==> src/rtl/ni_multichannel_pkg.sv <==
// Shared types for the multichannel NI register block: DMNI payload types, the
// register map and the offsets of the IRQ status bits that sit above the receive bits.
package ni_multichannel_pkg;

   typedef enum logic {
      HERMES_SEND    = 1'b0,
      HERMES_RECEIVE = 1'b1
   } hermes_op_t;

   typedef struct packed {
      logic [7:0]  service;
      logic [7:0]  ksvc;
      logic [15:0] target;
      logic [15:0] producer;
      logic [31:0] payload;
   } brlite_out_t;

   typedef struct packed {
      logic [7:0]  service;
      logic [7:0]  ksvc;
      logic [15:0] producer;
      logic [31:0] payload;
   } brlite_svc_t;

   typedef brlite_out_t br_tx_entry_t;

   typedef enum logic [5:0] {
      NI_ADDRESS        = 6'd0,
      NI_CH_SEL         = 6'd1,
      NI_H_START        = 6'd2,
      NI_H_OP           = 6'd3,
      NI_H_SIZE         = 6'd4,
      NI_H_ADDR         = 6'd5,
      NI_BR_SERVICE     = 6'd8,
      NI_BR_KSVC        = 6'd9,
      NI_BR_TARGET      = 6'd10,
      NI_BR_PRODUCER    = 6'd11,
      NI_BR_PAYLOAD     = 6'd12,
      NI_BR_PUSH        = 6'd13,
      NI_BR_TX_LEVEL    = 6'd14,
      NI_BR_SVC_POP     = 6'd15,
      NI_BR_SVC_HDR     = 6'd16,
      NI_BR_SVC_PAYLOAD = 6'd17,
      NI_PENDING_SVC    = 6'd18,
      NI_IRQ_STATUS     = 6'd19,
      NI_IRQ_MASK       = 6'd20,
      NI_BR_OVF_CNT     = 6'd21
   } ni_reg_t;

   // Offsets above the N per-channel receive bits
   localparam int unsigned IRQ_OFS_BR_SVC     = 0;
   localparam int unsigned IRQ_OFS_PENDING    = 1;
   localparam int unsigned IRQ_OFS_BR_OVF     = 2;
   localparam int unsigned IRQ_OFS_TX_DRAINED = 3;
   localparam int unsigned IRQ_OFS_CH_ERR     = 4;
   localparam int unsigned IRQ_EXTRA_BITS     = 5;

endpackage

==> src/rtl/ni_br_tx_fifo.sv <==
// BrLite transmit queue: power-of-two circular buffer with simultaneous push/pop
// accepted when full; head is the oldest entry.
module ni_br_tx_fifo
   import ni_multichannel_pkg::*;
#(
   parameter int unsigned DEPTH = 4,
   parameter type         T     = br_tx_entry_t
) (
   input  logic                       i_clk,
   input  logic                       i_rst,
   input  logic                       i_push,
   input  logic                       i_pop,
   input  T                           i_data,
   output T                           o_head,
   output logic                       o_full,
   output logic                       o_empty,
   output logic [$clog2(DEPTH):0]     o_count
);

   localparam int unsigned AW = $clog2(DEPTH);
   localparam int unsigned CW = AW + 1;

   T               r_mem [DEPTH];
   logic [AW-1:0]  r_wr_ptr;
   logic [AW-1:0]  r_rd_ptr;
   logic [CW-1:0]  r_count;
   logic           w_do_push;
   logic           w_do_pop;

   assign o_full    = (r_count == CW'(DEPTH));
   assign o_empty   = (r_count == '0);
   assign o_count   = r_count;
   assign o_head    = r_mem[r_rd_ptr];
   assign w_do_pop  = i_pop && !o_empty;
   // A pop in the same cycle frees the slot the push needs
   assign w_do_push = i_push && (!o_full || w_do_pop);

   always_ff @(posedge i_clk or posedge i_rst) begin
      if (i_rst) begin
         r_wr_ptr <= '0;
         r_rd_ptr <= '0;
         r_count  <= '0;
         for (int i = 0; i < int'(DEPTH); i++) r_mem[i] <= '0;
      end else begin
         if (w_do_push) begin
            r_mem[r_wr_ptr] <= i_data;
            r_wr_ptr        <= r_wr_ptr + AW'(1);
         end
         if (w_do_pop) r_rd_ptr <= r_rd_ptr + AW'(1);
         case ({w_do_push, w_do_pop})
            2'b10:   r_count <= r_count + CW'(1);
            2'b01:   r_count <= r_count - CW'(1);
            default: r_count <= r_count;
         endcase
      end
   end

endmodule

==> src/rtl/ni_multichannel.sv <==
// CPU-facing NI register block: N Hermes DMA channels, BrLite TX queue, masked IRQ.
// Optional NI_BR_OVF_CNT_EN adds a saturating dropped-push counter at NI_BR_OVF_CNT.
module ni_multichannel
   import ni_multichannel_pkg::*;
#(
   parameter int unsigned N_HERMES_CH      = 2,
   parameter int unsigned HERMES_FLIT_SIZE = 32,
   parameter int unsigned BR_TX_DEPTH      = 4,
   parameter logic [15:0] ADDRESS          = 16'h0
) (
   input  logic                        clk_i,
   input  logic                        rst_i,
   input  logic                        cfg_en_i,
   input  logic                        cfg_we_i,
   input  logic [5:0]                  cfg_addr_i,
   input  logic [31:0]                 cfg_data_i,
   output logic [31:0]                 cfg_data_o,
   output logic                        irq_o,
   input  logic [N_HERMES_CH-1:0]      hermes_send_active_i,
   input  logic [N_HERMES_CH-1:0]      hermes_receive_avail_i,
   output logic [N_HERMES_CH-1:0]      hermes_start_o,
   output logic [N_HERMES_CH-1:0]      hermes_operation_o,
   output logic [N_HERMES_CH*32-1:0]   hermes_size_o,
   output logic [N_HERMES_CH*32-1:0]   hermes_address_o,
   input  logic                        br_svc_rx_i,
   input  brlite_svc_t                 br_svc_data_i,
   output logic                        br_svc_ack_o,
   output logic                        br_req_o,
   input  logic                        br_ack_i,
   output brlite_out_t                 br_data_o
);

   localparam int unsigned N     = N_HERMES_CH;
   localparam int unsigned IRQ_W = N + IRQ_EXTRA_BITS;
   localparam int unsigned CNT_W = $clog2(BR_TX_DEPTH) + 1;

   ni_reg_t             w_addr;
   logic                w_wr;
   logic                w_rd;
   logic [N-1:0]        w_ch_onehot;
   logic                w_ch_busy;
   logic                w_wr_start;
   logic                w_push;
   logic                w_pop;
   logic                w_full;
   logic                w_empty;
   logic [CNT_W-1:0]    w_count;
   br_tx_entry_t        w_head;
   logic                w_ovf_set;
   logic                w_drain_set;
   logic                w_err_set;
   logic                w_wr_irq;
   logic [IRQ_W-1:0]    w_status;
   logic [15:0]         w_ovf_cnt;
   logic [31:0]         w_rdata;

   logic [2:0]          r_ch_sel;
   logic [N-1:0]        r_start;
   logic [N-1:0]        r_op;
   logic [N-1:0][31:0]  r_size;
   logic [N-1:0][31:0]  r_addr;
   br_tx_entry_t        r_stage;
   logic                r_svc_ack;
   logic                r_pending;
   logic                r_ovf;
   logic                r_drained;
   logic                r_ch_err;
   logic [IRQ_W-1:0]    r_mask;
   logic [31:0]         r_rdata;

   assign w_addr = ni_reg_t'(cfg_addr_i);
   assign w_wr   = cfg_en_i && cfg_we_i;
   assign w_rd   = cfg_en_i && !cfg_we_i;

   // Channel select decode; an out-of-range select leaves the one-hot empty
   always_comb begin
      w_ch_onehot = '0;
      for (int c = 0; c < int'(N); c++) w_ch_onehot[c] = (r_ch_sel == 3'(c));
   end

   assign w_ch_busy  = |(w_ch_onehot & hermes_send_active_i);
   assign w_wr_start = w_wr && (w_addr == NI_H_START) && cfg_data_i[0];
   assign w_err_set  = w_wr_start && w_ch_busy;

   always_ff @(posedge clk_i or posedge rst_i) begin
      if (rst_i) begin
         r_ch_sel <= '0;
         r_start  <= '0;
         r_op     <= '0;
         r_size   <= '0;
         r_addr   <= '0;
      end else begin
         if (w_wr && (w_addr == NI_CH_SEL)) r_ch_sel <= cfg_data_i[2:0];
         r_start <= (w_wr_start && !w_ch_busy) ? w_ch_onehot : '0;
         for (int c = 0; c < int'(N); c++) begin
            if (w_ch_onehot[c] && w_wr) begin
               if (w_addr == NI_H_OP)
                  r_op[c] <= cfg_data_i[0] ? HERMES_RECEIVE : HERMES_SEND;
               if (w_addr == NI_H_SIZE)
                  r_size[c] <= 32'(cfg_data_i[HERMES_FLIT_SIZE-1:0]);
               if (w_addr == NI_H_ADDR)
                  r_addr[c] <= 32'(cfg_data_i[HERMES_FLIT_SIZE-1:0]);
            end
         end
      end
   end

   assign hermes_start_o     = r_start;
   assign hermes_operation_o = r_op;
   assign hermes_size_o      = r_size;
   assign hermes_address_o   = r_addr;

   // BrLite staging record and queue control
   always_ff @(posedge clk_i or posedge rst_i) begin
      if (rst_i) begin
         r_stage   <= '0;
         r_svc_ack <= 1'b0;
         r_pending <= 1'b0;
      end else begin
         if (w_wr) begin
            case (w_addr)
               NI_BR_SERVICE:  r_stage.service  <= cfg_data_i[7:0];
               NI_BR_KSVC:     r_stage.ksvc     <= cfg_data_i[7:0];
               NI_BR_TARGET:   r_stage.target   <= cfg_data_i[15:0];
               NI_BR_PRODUCER: r_stage.producer <= cfg_data_i[15:0];
               NI_BR_PAYLOAD:  r_stage.payload  <= cfg_data_i;
               NI_PENDING_SVC: r_pending        <= cfg_data_i[0];
               default:        ;
            endcase
         end
         r_svc_ack <= w_wr && (w_addr == NI_BR_SVC_POP) && cfg_data_i[0] && !r_svc_ack;
      end
   end

   assign w_push      = w_wr && (w_addr == NI_BR_PUSH) && cfg_data_i[0];
   assign w_pop       = br_ack_i && !w_empty;
   assign w_ovf_set   = w_push && w_full && !w_pop;
   assign w_drain_set = (w_count == CNT_W'(1)) && w_pop && !w_push;

   ni_br_tx_fifo #(
      .DEPTH (BR_TX_DEPTH),
      .T     (br_tx_entry_t)
   ) u_br_tx_fifo (
      .i_clk   (clk_i),
      .i_rst   (rst_i),
      .i_push  (w_push),
      .i_pop   (w_pop),
      .i_data  (r_stage),
      .o_head  (w_head),
      .o_full  (w_full),
      .o_empty (w_empty),
      .o_count (w_count)
   );

   assign br_req_o     = !w_empty;
   assign br_data_o    = w_head;
   assign br_svc_ack_o = r_svc_ack;

   // Sticky event bits: a set in the same cycle as a W1C wins
   assign w_wr_irq = w_wr && (w_addr == NI_IRQ_STATUS);

   always_ff @(posedge clk_i or posedge rst_i) begin
      if (rst_i) begin
         r_ovf     <= 1'b0;
         r_drained <= 1'b0;
         r_ch_err  <= 1'b0;
         r_mask    <= '1;
      end else begin
         r_ovf     <= w_ovf_set   || (r_ovf     && !(w_wr_irq && cfg_data_i[N+IRQ_OFS_BR_OVF]));
         r_drained <= w_drain_set || (r_drained && !(w_wr_irq && cfg_data_i[N+IRQ_OFS_TX_DRAINED]));
         r_ch_err  <= w_err_set   || (r_ch_err  && !(w_wr_irq && cfg_data_i[N+IRQ_OFS_CH_ERR]));
         if (w_wr && (w_addr == NI_IRQ_MASK)) r_mask <= cfg_data_i[IRQ_W-1:0];
      end
   end

   always_comb begin
      w_status                         = '0;
      w_status[N-1:0]                  = hermes_receive_avail_i;
      w_status[N+IRQ_OFS_BR_SVC]       = br_svc_rx_i;
      w_status[N+IRQ_OFS_PENDING]      = r_pending;
      w_status[N+IRQ_OFS_BR_OVF]       = r_ovf;
      w_status[N+IRQ_OFS_TX_DRAINED]   = r_drained;
      w_status[N+IRQ_OFS_CH_ERR]       = r_ch_err;
   end

   assign irq_o = |(w_status & r_mask);

`ifdef NI_BR_OVF_CNT_EN
   logic [15:0] r_ovf_cnt;

   always_ff @(posedge clk_i or posedge rst_i) begin
      if (rst_i)
         r_ovf_cnt <= '0;
      else if (w_wr && (w_addr == NI_BR_OVF_CNT))
         r_ovf_cnt <= '0;
      else if (w_ovf_set && (r_ovf_cnt != 16'hFFFF))
         r_ovf_cnt <= r_ovf_cnt + 16'd1;
   end

   assign w_ovf_cnt = r_ovf_cnt;
`else
   assign w_ovf_cnt = '0;
`endif

   // Read data mux; unmapped and write-only addresses read 0
   always_comb begin
      w_rdata = '0;
      case (w_addr)
         NI_ADDRESS:        w_rdata = 32'(ADDRESS);
         NI_CH_SEL:         w_rdata = 32'(r_ch_sel);
         NI_H_OP: begin
            for (int c = 0; c < int'(N); c++) if (w_ch_onehot[c]) w_rdata = 32'(r_op[c]);
         end
         NI_H_SIZE: begin
            for (int c = 0; c < int'(N); c++) if (w_ch_onehot[c]) w_rdata = r_size[c];
         end
         NI_H_ADDR: begin
            for (int c = 0; c < int'(N); c++) if (w_ch_onehot[c]) w_rdata = r_addr[c];
         end
         NI_BR_TX_LEVEL:    w_rdata = 32'(w_count);
         NI_BR_SVC_HDR:     w_rdata = {br_svc_data_i.service, br_svc_data_i.ksvc,
                                       br_svc_data_i.producer};
         NI_BR_SVC_PAYLOAD: w_rdata = br_svc_data_i.payload;
         NI_PENDING_SVC:    w_rdata = 32'(r_pending);
         NI_IRQ_STATUS:     w_rdata = 32'(w_status);
         NI_IRQ_MASK:       w_rdata = 32'(r_mask);
         NI_BR_OVF_CNT:     w_rdata = 32'(w_ovf_cnt);
         default:           ;
      endcase
   end

   always_ff @(posedge clk_i or posedge rst_i) begin
      if (rst_i)     r_rdata <= '0;
      else if (w_rd) r_rdata <= w_rdata;
   end

   assign cfg_data_o = r_rdata;

endmodule

==> config.mk <==
export PLATFORM = sky130hd
export DESIGN_NAME = ni_multichannel
export DESIGN_NICKNAME = d
export VERILOG_FILES = /design/src/rtl/ni_multichannel_pkg.sv /design/src/rtl/ni_br_tx_fifo.sv /design/src/rtl/ni_multichannel.sv
export SDC_FILE = /design/constraint.sdc
export NUM_CORES = 1
export LEC_CHECK = 0
export ABC_AREA = 0
export BUFFER_PORTS_ARGS = -buffer_cell sky130_fd_sc_hd__buf_2
export CAP_MARGIN = 25
export CORE_ASPECT_RATIO = 2
export CORE_MARGIN = 5
export CORE_UTILIZATION = 30
export DETAILED_ROUTE_END_ITERATION = 7
export GPL_ROUTABILITY_DRIVEN = 0
export GPL_TIMING_DRIVEN = 0
export PLACE_DENSITY = 0.56
export SLEW_MARGIN = 20
export SYNTH_ARGS = -nofsm -noshare
export SYNTH_HDL_FRONTEND = slang
export SYNTH_SLANG_ARGS = --single-unit
export TNS_END_PERCENT = 100
==> constraint.sdc <==
create_clock -name clk_i -period 17.1 [get_ports clk_i]
set_input_delay 1.71 -clock clk_i [delete_from_list [all_inputs] [get_ports clk_i]]
set_output_delay 1.71 -clock clk_i [all_outputs]
set_load 0.01 [all_outputs]
==> impl_metrics.yaml <==
clock_tree:
  cts_setup_buffers: 0
  clk_pin_slew_ns: 0.07
  clock_latency_ns: 0.65
  cts_tree: "built"
  cts_buffers: 58
  cts_buffer_depth: 3
  cts_root_buf: "clkbuf_16"
  clock_sinks: 586
  htree_levels: 2
  cts-hold-fix-buffers: 0
  cts_resized: 0
synthesis:
  ys_ff_latch: 586
  synthArstFlopShare_pct: 100.0
  syn_inst: 1674
  yosysUniqueCellTypes: 54
  yosysWarnings: 0
  synth_top_area_share_pct: 52.92
  synth_top_area_cell: "dfrtp_1"
  syn_area_per_cell_um2: 16.36
  synth_ff_type: "dfrtp_1"
  ys_seq_area_share_pct: 53.59
  syn_nets: 1795
  synth_edf_count: 0
  yosys-top-cells-area: "dfrtp_1 53%, mux2_4 18%, mux2_2 11%, mux4_2 6.6%, buf_12 2.6%"
  synthesis.area_um2: 27380
floorplan:
  pin_count: 359
  die_h_um: 437.3
  dieArea_um2: 97780
  core_area_um2: 90570
  die_width_um: 223.6
  row_count: 156
  floorplan.initialDensity_pct: 30.23
global_routing:
  grt_start_max_net_pins: 39
  grt_pass1_wl_um: 133800
  grt_usage_pct: 18.34
  grt_pass1_vias: 19000
  grt_overflow: 0
  antenna_found_initial: 6
detailed_routing:
  viasPerCell: 4.993
  ant_nets: 0
  drc: 0
  routed_wl_um: 91750
  drt-initial-drc-count: 1104
  dr.pass1.iters: 6
  vias: 16760
  wl_per_cell_um: 27.33
placed_design:
  io_buffer_count: 355
  dpl.hpwl_um: 68480
  dp_slack_ns: 12.21
worst_setup_path:
  max_stage_delay_ns: 0.76
  crit_top_cell: "clkbuf_1"
  crit_cells: 5
  crit_path_start_kind: "register"
  critPathSlowestCell: "clkbuf_1"
  path_class: "register to output pin"
  cp_cell_sequence: "clkbuf_1 -> clkbuf_1 -> clkbuf_1 -> mux4_2 -> buf_2"
  worst_r2r_path_depth: 8
  worstPathMaxFanout: 10
  required_ns: 15.39
  critPathBufInv: 4
  endpoint_kind: "output pin"
  cp.arrival_ns: 3.68
  path_delay_family: "buffers and inverters"
power_and_ir_drop:
  totalPowerFinal_mw: 3.351
  powerDensity_nw_per_um2: 100.7
  ir_worst_vdd_v: 0.00008554
  p_leak_nw: 16.16
finish:
  final_nets: 2240
  final_layout_size_suffix_gt1_share_pct: 56.73
  syn_to_final_growth_pct: 21.58
worst_hold_path:
  holdPathStages: 2
  hold_path_class: "register to register"
sta:
  setup_viol: 0
  fmax_mhz: 185.7
  fin_ws_ns: 11.71
  report.final.slew_viol_count: 0
  tightest_slew_ns: 1.094
  period_share_pct: 31.50
  relSlewSlack_pct: 27.09
  finClkSkew_ns: 0.03449
  fin_setup_tns_ns: 0
  rsz0062_at_grt: "false"
  min_period_ns: 5.386
  hold_violations: 0
  hold_ws_ns: 0.4799
job:
  drv_cap: 0
run_status:
  outcome: "complete, no violations"
## Yosys cell counts, types with 4 or more instances
library cell	n
o22ai_1	7
nand2b_1	8
clkbuf_1	46
nor2_1	16
xnor2_1	4
and3_4	4
a22o_1	28
dfstp_2	7
buf_2	11
ha_1	9
buf_1	18
a221oi_1	7
a222oi_1	19
a22oi_1	5
a21oi_1	6
buf_12	36
nand3_1	8
nor3_1	6
o21ai_0	42
mux2_4	320
mux2_2	264
mux4_2	80
nand2_1	62
inv_1	8
mux2i_1	26
dfrtp_1	579
nor4_1	5
## per-layer routing
layer / up-vias / track usage (%) / routed length [um]
met4: 0 / 5.854 / 3002
met1: 8923 / 22.30 / 36840
li1: 7101 / - / -
met3: 148 / 3.472 / 4771
met2: 591 / 32.72 / 47140
met5: - / 0 / 0
## worst register-to-register path: stages (launching register included)
cell and delay, ns:
dfrtp_1 0.41, nor2_1 0.40, and2_1 0.19, clkbuf_1 0.48, nor2b_1 0.40, nand2_1 0.33, buf_1 0.35, buf_8 0.24
mux2_2 0.28
## path summary, 6_finish.rpt
kind / startpoint / end / slack (ns)
setup / recovery: u_br_tx_fifo.r_rd_ptr[1] / br_data_o[46] / 11.71
max in group asynchronous: rst_i / r_mask[2] / 13.66
hold / removal: cfg_data_o[31] / cfg_data_o[31] / 0.48
min in group asynchronous: rst_i / u_br_tx_fifo.r_mem[114] / 1.08
setup reg to reg: r_ch_sel[1] / hermes_size_o[38] / 13.91
hold reg to reg: cfg_data_o[31] / cfg_data_o[31] / 0.48
## cells in the final DEF, fill, tap and decap left out, drive strengths merged, types with 16 or more instances in the layout
| master | n |
|---|---|
| clkinv | 16 |
| a22o | 28 |
| mux2 | 585 |
| mux2i | 26 |
| mux4 | 80 |
| o21ai | 42 |
| clkbuf | 116 |
| nor2 | 16 |
| a222oi | 19 |
| nand2 | 62 |
| buf | 452 |
| dfrtp | 579 |
## power breakdown
part / switching [mW] / internal, mW / total (mW)
clock: 0.600 / 0.819 / 1.42
combinational: 0.272 / 0.184 / 0.456
sequential: 0.0469 / 1.43 / 1.48
total: 0.920 / 2.43 / 3.35
## logic make-up (layout without fill, tap and decap cells)
kind of cell / count (synthesis) / count (layout) / synth area share (%)
mux: 691 / 691 / 35.98
flops: 586 / 586 / 53.59
simple gates: 136 / 136 / 2.618
compound gates: 125 / 125 / 3.313
buf+inv: 121 / 615 / 3.902
fa+ha+maj: 9 / 9 / 0.4113
xor+xnor: 6 / 6 / 0.1919
other cells: 0 / 4 / 0
## sequential cells by signal, indices dropped and copies added, names as in the netlist, 2 cells and up
register / flops
u_br_tx_fifo.r_wr_ptr: 2
r_mask: 7
hermes_start_o: 2
u_br_tx_fifo.r_rd_ptr: 2
r_ch_sel: 3
u_br_tx_fifo.r_mem: 320
hermes_size_o: 64
hermes_operation_o: 2
hermes_address_o: 64
u_br_tx_fifo.o_count: 3
cfg_data_o: 32
r_stage: 80
## per-stage QoR
stage               std cells  instance area [um^2]  utilization (%)
floorplan                1674                 27390                -
global placement         3214                 30640            33.84
detailed placement       3240                 31120            34.36
CTS                      3349                 33220            36.68
global route             3355                 33290            36.75
finish                   3357                 33290            36.76
## cell type report
type	instances	area (um^2)
flip-flops and latches	586	14670
fillers	8648	57280
multi-input cells	967	11660
repair buffers	385	2281
clock inverters	39	556.8
well taps	1185	1483
diodes	4	10.01
inverters	8	33.78
clock buffers	70	1546
plain buffers	113	1049
(Power assumes the default switching activity.)
